==> src/rtl/if_id_hazard_stage.sv <==
// rtl/if_id_hazard_stage.sv - IF/ID pipeline register with read-after-write stall scoreboard
module if_id_hazard_stage #(
  parameter int unsigned XLEN      = 32,
  parameter int unsigned HAZ_DEPTH = 3,
  parameter logic [31:0] NOP_INST  = 32'h00000013
) (
  input  logic            clk,
  input  logic            rst,
  input  logic [31:0]     inst_i,
  input  logic [XLEN-1:0] pc_i,
  input  logic            fetch_valid,
  input  logic            br_taken,
  input  logic            rs1_used,
  input  logic            rs2_used,
  input  logic            rd_wren_id,
  output logic [31:0]     inst_o,
  output logic [XLEN-1:0] pc_o,
  output logic            id_valid,
  output logic            pc_stall,
  output logic            bubble_o,
  output logic [31:0]     stall_cnt
);

  logic [31:0]                r_inst;
  logic [XLEN-1:0]            r_pc;
  logic                       r_valid;
  logic [HAZ_DEPTH-1:0]       r_sb_v;
  logic [HAZ_DEPTH-1:0][4:0]  r_sb_rd;
  logic [31:0]                r_stall_cnt;

  logic [4:0] w_rs1;
  logic [4:0] w_rs2;
  logic [4:0] w_rd;
  logic       w_hit1;
  logic       w_hit2;
  logic       w_hazard;
  logic       w_stall;
  logic       w_issue;

  assign w_rs1 = r_inst[19:15];
  assign w_rs2 = r_inst[24:20];
  assign w_rd  = r_inst[11:7];

  always_comb begin
    w_hit1 = 1'b0;
    w_hit2 = 1'b0;
    for (int k = 0; k < HAZ_DEPTH; k++) begin
      if (r_sb_v[k] && (r_sb_rd[k] == w_rs1)) w_hit1 = 1'b1;
      if (r_sb_v[k] && (r_sb_rd[k] == w_rs2)) w_hit2 = 1'b1;
    end
  end

  // x0 is excluded here and again on entry, so it can never hold up a reader
  assign w_hazard = r_valid & ((rs1_used & (w_rs1 != 5'd0) & w_hit1) |
                               (rs2_used & (w_rs2 != 5'd0) & w_hit2));
  assign w_stall  = w_hazard & ~br_taken;
  assign w_issue  = r_valid & rd_wren_id & (w_rd != 5'd0) & ~w_hazard & ~br_taken;

  always_ff @(posedge clk) begin
    if (rst) begin
      r_sb_v  <= '0;
      r_sb_rd <= '0;
    end else begin
      for (int k = 1; k < HAZ_DEPTH; k++) begin
        r_sb_v[k]  <= r_sb_v[k-1];
        r_sb_rd[k] <= r_sb_rd[k-1];
      end
      r_sb_v[0]  <= w_issue;
      r_sb_rd[0] <= w_rd;
    end
  end

  // A branch flush outranks a pending stall: the held instruction is discarded
  always_ff @(posedge clk) begin
    if (rst) begin
      r_inst  <= NOP_INST;
      r_pc    <= '0;
      r_valid <= 1'b0;
    end else if (br_taken) begin
      r_inst  <= NOP_INST;
      r_pc    <= pc_i;
      r_valid <= 1'b0;
    end else if (!w_stall) begin
      r_inst  <= fetch_valid ? inst_i : NOP_INST;
      r_pc    <= pc_i;
      r_valid <= fetch_valid;
    end
  end

  always_ff @(posedge clk) begin
    if (rst) begin
      r_stall_cnt <= '0;
    end else if (w_stall && (r_stall_cnt != 32'hFFFF_FFFF)) begin
      r_stall_cnt <= r_stall_cnt + 32'd1;
    end
  end

  assign inst_o    = r_inst;
  assign pc_o      = r_pc;
  assign id_valid  = r_valid;
  assign pc_stall  = w_stall;
  assign bubble_o  = w_hazard | br_taken | ~r_valid;
  assign stall_cnt = r_stall_cnt;

endmodule

==> config.mk <==
export PLATFORM = sky130hd
export DESIGN_NAME = if_id_hazard_stage
export DESIGN_NICKNAME = d
export VERILOG_FILES = /design/src/rtl/if_id_hazard_stage.sv
export SDC_FILE = /design/constraint.sdc
export NUM_CORES = 1
export LEC_CHECK = 0
export BUFFER_PORTS_ARGS = -buffer_cell sky130_fd_sc_hd__clkbuf_2
export CORE_ASPECT_RATIO = 1.25
export CORE_UTILIZATION = 50
export DETAILED_ROUTE_END_ITERATION = 12
export GPL_TIMING_DRIVEN = 0
export PLACE_DENSITY = 0.87
export REMOVE_ABC_BUFFERS = 1
export SLEW_MARGIN = 20
export SYNTH_ARGS = -nofsm -noshare
export SYNTH_HDL_FRONTEND = slang
export SYNTH_SLANG_ARGS = --single-unit
==> constraint.sdc <==
create_clock -name clk -period 2.5 [get_ports clk]
set_input_delay 0.25 -clock clk [delete_from_list [all_inputs] [get_ports clk]]
set_output_delay 0.25 -clock clk [all_outputs]
set_load 0.02 [all_outputs]
==> metrics.yaml, run 1 <==
setup_path:
  crit_family: "simple AND/OR/NAND/NOR gates"
  crit_slowest_cell: "o32a_4"
  crit_path_end_kind: "output port"
  path_cells: "xor2_1, nor4_2, nand3_1, and3_4, o32a_4, inv_12, buf_8"
  critPathRequiredTime_ns: 2.25
  critical_path_arrival_ns: 2.31
  cp_max_fo: 7
  start_kind: "flip-flop"
  worst-setup-path-type: "reg2out"
  path_buf_inv: 2
  cpPeakStageDelay_ns: 0.46
sta:
  setup_ws_ns: -0.0631
  final.min_clock_period_ns: 2.56
  relSlewSlack_pct: 55.8
  hold_viol: 0
  report.final.setup_viol: 5
  fmax_mhz: 390
  fin_crit_sh_pct: 103
  tightest_slew_ns: 0.663
  slew_violations: 0
  hold_ws_ns: 0.0731
  fin_skew_ns: 0.0113
  rsz0062_at_grt: "yes"
clock_network:
  holdBufCountCts: 0
  clk_pin_slew_ns: 0.05
  cts_buffers: 17
  clock_latency_ns: 0.40
  cts.path.max_buffers: 2
  cts.sinks: 115
  clockRootBuffer: "clkbuf_16"
  cts_tree: "done"
  htreeDepth: 4
drt:
  wirelength_mm: 15.2
  ant_nets: 0
  drt_iter0_drc: 334
  post_drt_via_cell_ratio: 5.72
  route.vias.total: 5140
  wl_per_cell_um: 16.9
  firstDrtPassIters: 5
  post-route-drc-count: 0
die:
  start_util_pct: 51.2
  die_w_um: 90.5
  coreArea_um2: 9560
  dieArea_um2: 10200
  fp.dieH_um: 113
  io_pins: 170
  rows: 40
power:
  p_int_w: 0.00357
  power_frac_comb_pct: 6.5
  power.switching_w: 0.00103
  clockPowerShare_pct: 51.8
  pwr-share-seq_pct: 41.7
  power_density_nw_per_um2: 663
  switching_share_pct: 22.3
  peakVddDrop_v: 0.000438
  leakage_nw: 3.08
  total_power_w: 0.00459
cells_and_area:
  fin_util_pct: 72.5
  syn_to_final_growth_pct: 41.5
  fillers: 694
  drive_gt1_share_pct: 38.0
  regArea_um2: 2330
  nNetsFinal: 831
  antenna_cells: 0
  multi_input_area_um2: 2730
worst_hold_path:
  hold_path_class: "in2reg"
grt:
  track_usage_pct: 27.7
  grt_max_degree: 69
  grt_pass1_vias: 4741
  overflow: 0
  antenna_found_initial: 0
  grt_pass1_wl_mm: 22.4
status:
  status: "finished, violations left"
  violations: "negative setup slack"
yosys:
  synth_warnings: 0
  synth-main-ff-cell: "dfxtp_1"
  synth_edf_count: 0
  syn_inst: 585
  syn_avg_cell_area_um2: 8.37
  async_reset_ff_share_pct: 0
  synth_cell_types: 38
  syn_area_um2: 4900
  synth_area_leaders: "dfxtp_1 47%, a21oi_1 8.3%, nand2_1 7.7%"
  synth_most_common_cell: "dfxtp_1"
  yosys-top-cells-count: "115 x dfxtp_1, 101 x nand2_1, 81 x a21oi_1"
  synth_seq_area_share_pct: 47.0
  synth_top_area_share_pct: 47.0
  ys_ff_latch: 115
  synth_top_area_cell: "dfxtp_1"
place:
  hpwl_mm: 8.62
  place_ws_ns: -0.919
  io_buffer_count: 169
  gp_congestion: 0.824
run:
  cap_violations: 0
[layout make-up]
| type | instances | area share, % |
|---|---|---|
| Tap cell | 126 | 2.28 |
| Inverter | 1 | 0.235 |
| Clock buffer | 23 | 7.04 |
| Timing Repair inverter | 1 | 0.126 |
| Timing Repair Buffer | 192 | 15.9 |
| Multi-Input combinational cell | 431 | 39.4 |
| Clock inverter | 9 | 1.48 |
| Sequential cell | 115 | 33.6 |
[worst reg2reg max path, cell delays in order, from the launching register on]
cell     delay, ns
dfxtp_4       0.37
xor2_1        0.18
nor4_2        0.33
nand3_1       0.12
and3_4        0.24
o32a_4        0.46
inv_12        0.11
buf_6         0.14
and3_1        0.17
mux2_2        0.32
[power by group through the flow]
stage               logic (W)  clock network [W]  registers [W]
global placement     0.000264                  0        0.00195
floorplan           0.0000790                  0        0.00200
CTS                  0.000288            0.00240        0.00191
global route         0.000323            0.00249        0.00192
detailed placement   0.000277                  0        0.00195
finish               0.000300            0.00238        0.00191
[per-stage QoR]
step | setup TNS (ns) | instances | area, um^2
after floorplan | -62.15 | 543 | 4710
after global placement | -124.50 | 838 | 5720
after detailed placement | -63.41 | 841 | 5780
after CTS | -0.162 | 883 | 6590
after global routing | -3.79 | 898 | 6930
final | -0.199 | 898 | 6930
[path summary, 6_finish.rpt]
check	startpoint	to	slack, ns	depth (start not counted)
hold reg to reg	pc_o[15]$_SDFFE_PP0P_	pc_o[15]$_SDFFE_PP0P_	0.45	2
hold / removal	pc_i[30]	pc_o[30]$_SDFFE_PP0P_	0.07	3
setup / recovery	inst_o[23]$_SDFFE_PP0N_	pc_stall	-0.06	7
setup reg to reg	inst_o[23]$_SDFFE_PP0N_	stall_cnt[2]$_SDFFE_PP0P_	-0.05	9
[cell families (layout without fill, tap and decap cells)]
| group | after synthesis | count (layout) | synth area share (%) |
|---|---|---|---|
| AOI/OAI and AO/OA | 111 | 114 | 12.8 |
| xor gates and xnor gates | 30 | 30 | 5.37 |
| adders and majority gates | 1 | 1 | 0.256 |
| buffers and inverters | 43 | 226 | 3.83 |
| DFF | 115 | 115 | 47.0 |
| muxes | 11 | 11 | 2.53 |
| and+or+nand+nor | 274 | 275 | 28.2 |
[placed cells by master, fill, tap and decap left out, types with 4 or more instances in the layout]
cell type | Yosys | routed
clkbuf_2 | 0 | 166
or3_1 | 10 | 9
a21oi_2 | 0 | 5
nand3_1 | 46 | 45
nor3_4 | 0 | 8
nor4_2 | 0 | 5
nor2_1 | 18 | 17
and3_1 | 8 | 7
o21ai_0 | 13 | 11
clkbuf_8 | 0 | 4
nand2_1 | 101 | 100
buf_4 | 0 | 19
clkinv_2 | 0 | 4
mux2_4 | 0 | 8
dfxtp_2 | 0 | 11
clkbuf_16 | 0 | 18
or4_1 | 9 | 6
nor2b_1 | 29 | 29
a21oi_1 | 81 | 76
xnor2_1 | 6 | 6
o31ai_1 | 6 | 6
and4_1 | 5 | 4
xor2_1 | 24 | 22
dfxtp_1 | 115 | 101
nand4_1 | 14 | 14
[flip-flops by register name (all words and copies together), names as in the netlist]
register and cells:
r_sb_rd 15, inst_o 32, id_valid 1, r_sb_v 3
stall_cnt 32, pc_o 32
[metal layers]
| layer | routed length [um] | vias to the layer above | share of wire (%) | global-route usage, % |
|---|---|---|---|---|
| li1 | - | 2408 | - | - |
| met1 | 5630 | 2426 | 37 | 30.1 |
| met2 | 7830 | 249 | 52 | 50.4 |
| met3 | 1200 | 57 | 7.9 | 6.91 |
| met4 | 534 | 0 | 3.5 | 12.0 |
| met5 | 0 | - | 0 | 0 |
[timing repair]
item,in CTS,in global routing
resized for setup,34,52
gates cloned,4,2
endpoints found under the setup margin,98,37
setup buffers,6,13
pin swaps,8,28
Power figures use the tool's default switching activity.
==> inputs of run 2 (changes only) <==
--- a/config.mk
+++ b/config.mk
@@ -6,6 +6,7 @@
 export NUM_CORES = 1
 export LEC_CHECK = 0
 export BUFFER_PORTS_ARGS = -buffer_cell sky130_fd_sc_hd__clkbuf_2
+export CAP_MARGIN = 10
 export CORE_ASPECT_RATIO = 1.25
 export CORE_UTILIZATION = 50
 export DETAILED_ROUTE_END_ITERATION = 12
==> constraint.sdc (replaced) <==
create_clock -name clk -period 2.5 [get_ports clk]
set_input_delay 0.125 -clock clk [delete_from_list [all_inputs] [get_ports clk]]
set_output_delay 0.125 -clock clk [all_outputs]
set_load 0.1 [all_outputs]
==> run 2 against run 1 <==
  * The run still ends with negative setup slack left
  * Die area unchanged
  * Clock power about the same
  * Final cell count up 6.7%
  * Sequential power about the same
  * Largest power group unchanged
==> metrics.yaml, run 2 (synthesis gave the netlist of run 1 again) <==
drt:
  wirelength_mm: 16.9
  wl_per_cell_um: 17.7
  ant_nets: 0
  firstDrtPassIters: 5
  route.vias.total: 5436
  post-route-drc-count: 0
  post_drt_via_cell_ratio: 5.67
  drt_iter0_drc: 369
die:
  die_w_um: 90.5
  dieArea_um2: 10200
  rows: 40
  io_pins: 170
  start_util_pct: 51.2
  fp.dieH_um: 113
  coreArea_um2: 9560
sta:
  tns_ns: -0.107
  fmax_mhz: 394
  relSlewSlack_pct: 56.5
  fin_crit_sh_pct: 102
  slew_violations: 0
  setup_ws_ns: -0.0389
  fin_skew_ns: 0.0125
  hold_ws_ns: 0.0488
  report.final.setup_viol: 6
  rsz0062_at_grt: "yes"
  final.min_clock_period_ns: 2.54
  hold_viol: 0
  tightest_slew_ns: 0.653
grt:
  overflow: 0
  grt_pass1_wl_mm: 25.9
  grt_pass1_vias: 5417
  antenna_found_initial: 0
  track_usage_pct: 32.2
  grt_max_degree: 69
setup_path:
  crit_path_end_kind: "flip-flop"
  critical_path_arrival_ns: 2.87
  worst-setup-path-type: "reg2reg"
  critPathRequiredTime_ns: 2.83
  start_kind: "flip-flop"
  cp_max_fo: 6
power:
  power_density_nw_per_um2: 664
  peakVddDrop_v: 0.000440
  leakage_nw: 3.28
cells_and_area:
  final_common_cell: "clkbuf_2"
  layout_common_cells: "166 x clkbuf_2, 105 x dfxtp_1, 101 x nand2_1"
  nNetsFinal: 891
  syn_to_final_growth_pct: 52.3
  antenna_cells: 0
  fin_util_pct: 78.0
  drive_gt1_share_pct: 33.4
place:
  io_buffer_count: 169
  hpwl_mm: 8.62
  gp_congestion: 0.824
  place_ws_ns: -0.919
clock_network:
  cts_buffers: 17
  cts_tree: "done"
  cts.path.max_buffers: 2
  clk_pin_slew_ns: 0.05
  clockRootBuffer: "clkbuf_16"
  clock_latency_ns: 0.40
  cts.sinks: 115
  htreeDepth: 4
status:
  status: "finished, violations left"
  violations: "negative setup slack"
worst_hold_path:
  hold_path_class: "in2reg"
run:
  cap_violations: 0
==> run 2: changes by cell type in the layout (fill, tap and decap cells not counted), sizes merged <==
cell / delta
dlygate4sd3: +63
buf: -2
or3: -1
==> run 2: routing by layer <==
layer  routed length [um]  GRT usage (%)  up-vias
li1                     -              -     2527
met1                 6240           33.7     2592
met2                 9020           60.5      270
met3                 1120           7.99       47
met4                  548           14.1        0
met5                    0              0        -
==> run 2: path summary, 6_finish.rpt <==
path	from	slack [ns]	cells after the start	endpoint
setup reg to reg	inst_o[21]$_SDFFE_PP0N_	-0.04	8	stall_cnt[28]$_SDFFE_PP0P_
hold / removal	inst_i[1]	0.05	3	inst_o[1]$_SDFFE_PP1N_
hold reg to reg	pc_o[16]$_SDFFE_PP0P_	0.45	2	pc_o[16]$_SDFFE_PP0P_
setup / recovery	inst_o[21]$_SDFFE_PP0N_	-0.04	8	stall_cnt[28]$_SDFFE_PP0P_
==> run 2: repair_timing <==
action,CTS,global route
hold buffers,63,0
buffers inserted,15,3
gates cloned,4,0
setup endpoints to repair,98,79
endpoints found under the hold margin,63,0
pin swaps,20,9
resized for setup,46,18
==> run 2: cell type report <==
| type | instances | area (um^2) |
|---|---|---|
| inverters | 1 | 16.3 |
| clock inverters | 9 | 103 |
| multi-input cells | 430 | 2640 |
| repair buffers | 253 | 1720 |
| flip-flops and latches | 115 | 2320 |
| repair inverters | 1 | 8.76 |
| well taps | 126 | 158 |
| clock buffers | 23 | 488 |
| fillers | 597 | 2100 |
==> run 2: power breakdown <==
group	internal, W	switching (W)
Sequential	0.00188	0.0000364
Clock	0.00156	0.000828
Combinational	0.000186	0.000457
==> run 2: worst max-delay path, stage by stage, from the launching register on <==
cell	delay, ns
dfxtp_4	0.37
xor2_1	0.17
nor4_2	0.37
nand3_1	0.12
and3_4	0.23
o32a_4	0.42
buf_6	0.18
or4_4	0.48
a21oi_2	0.14
==> run 2: per-stage QoR <==
stage,power [W],std cells,instance area (um^2)
after CTS,0.00494,955,7360
final,0.00495,958,7460
after global routing,0.00509,958,7460
after global placement,0.00247,838,5720
after detailed placement,0.00248,841,5780
after floorplan,0.00233,543,4710
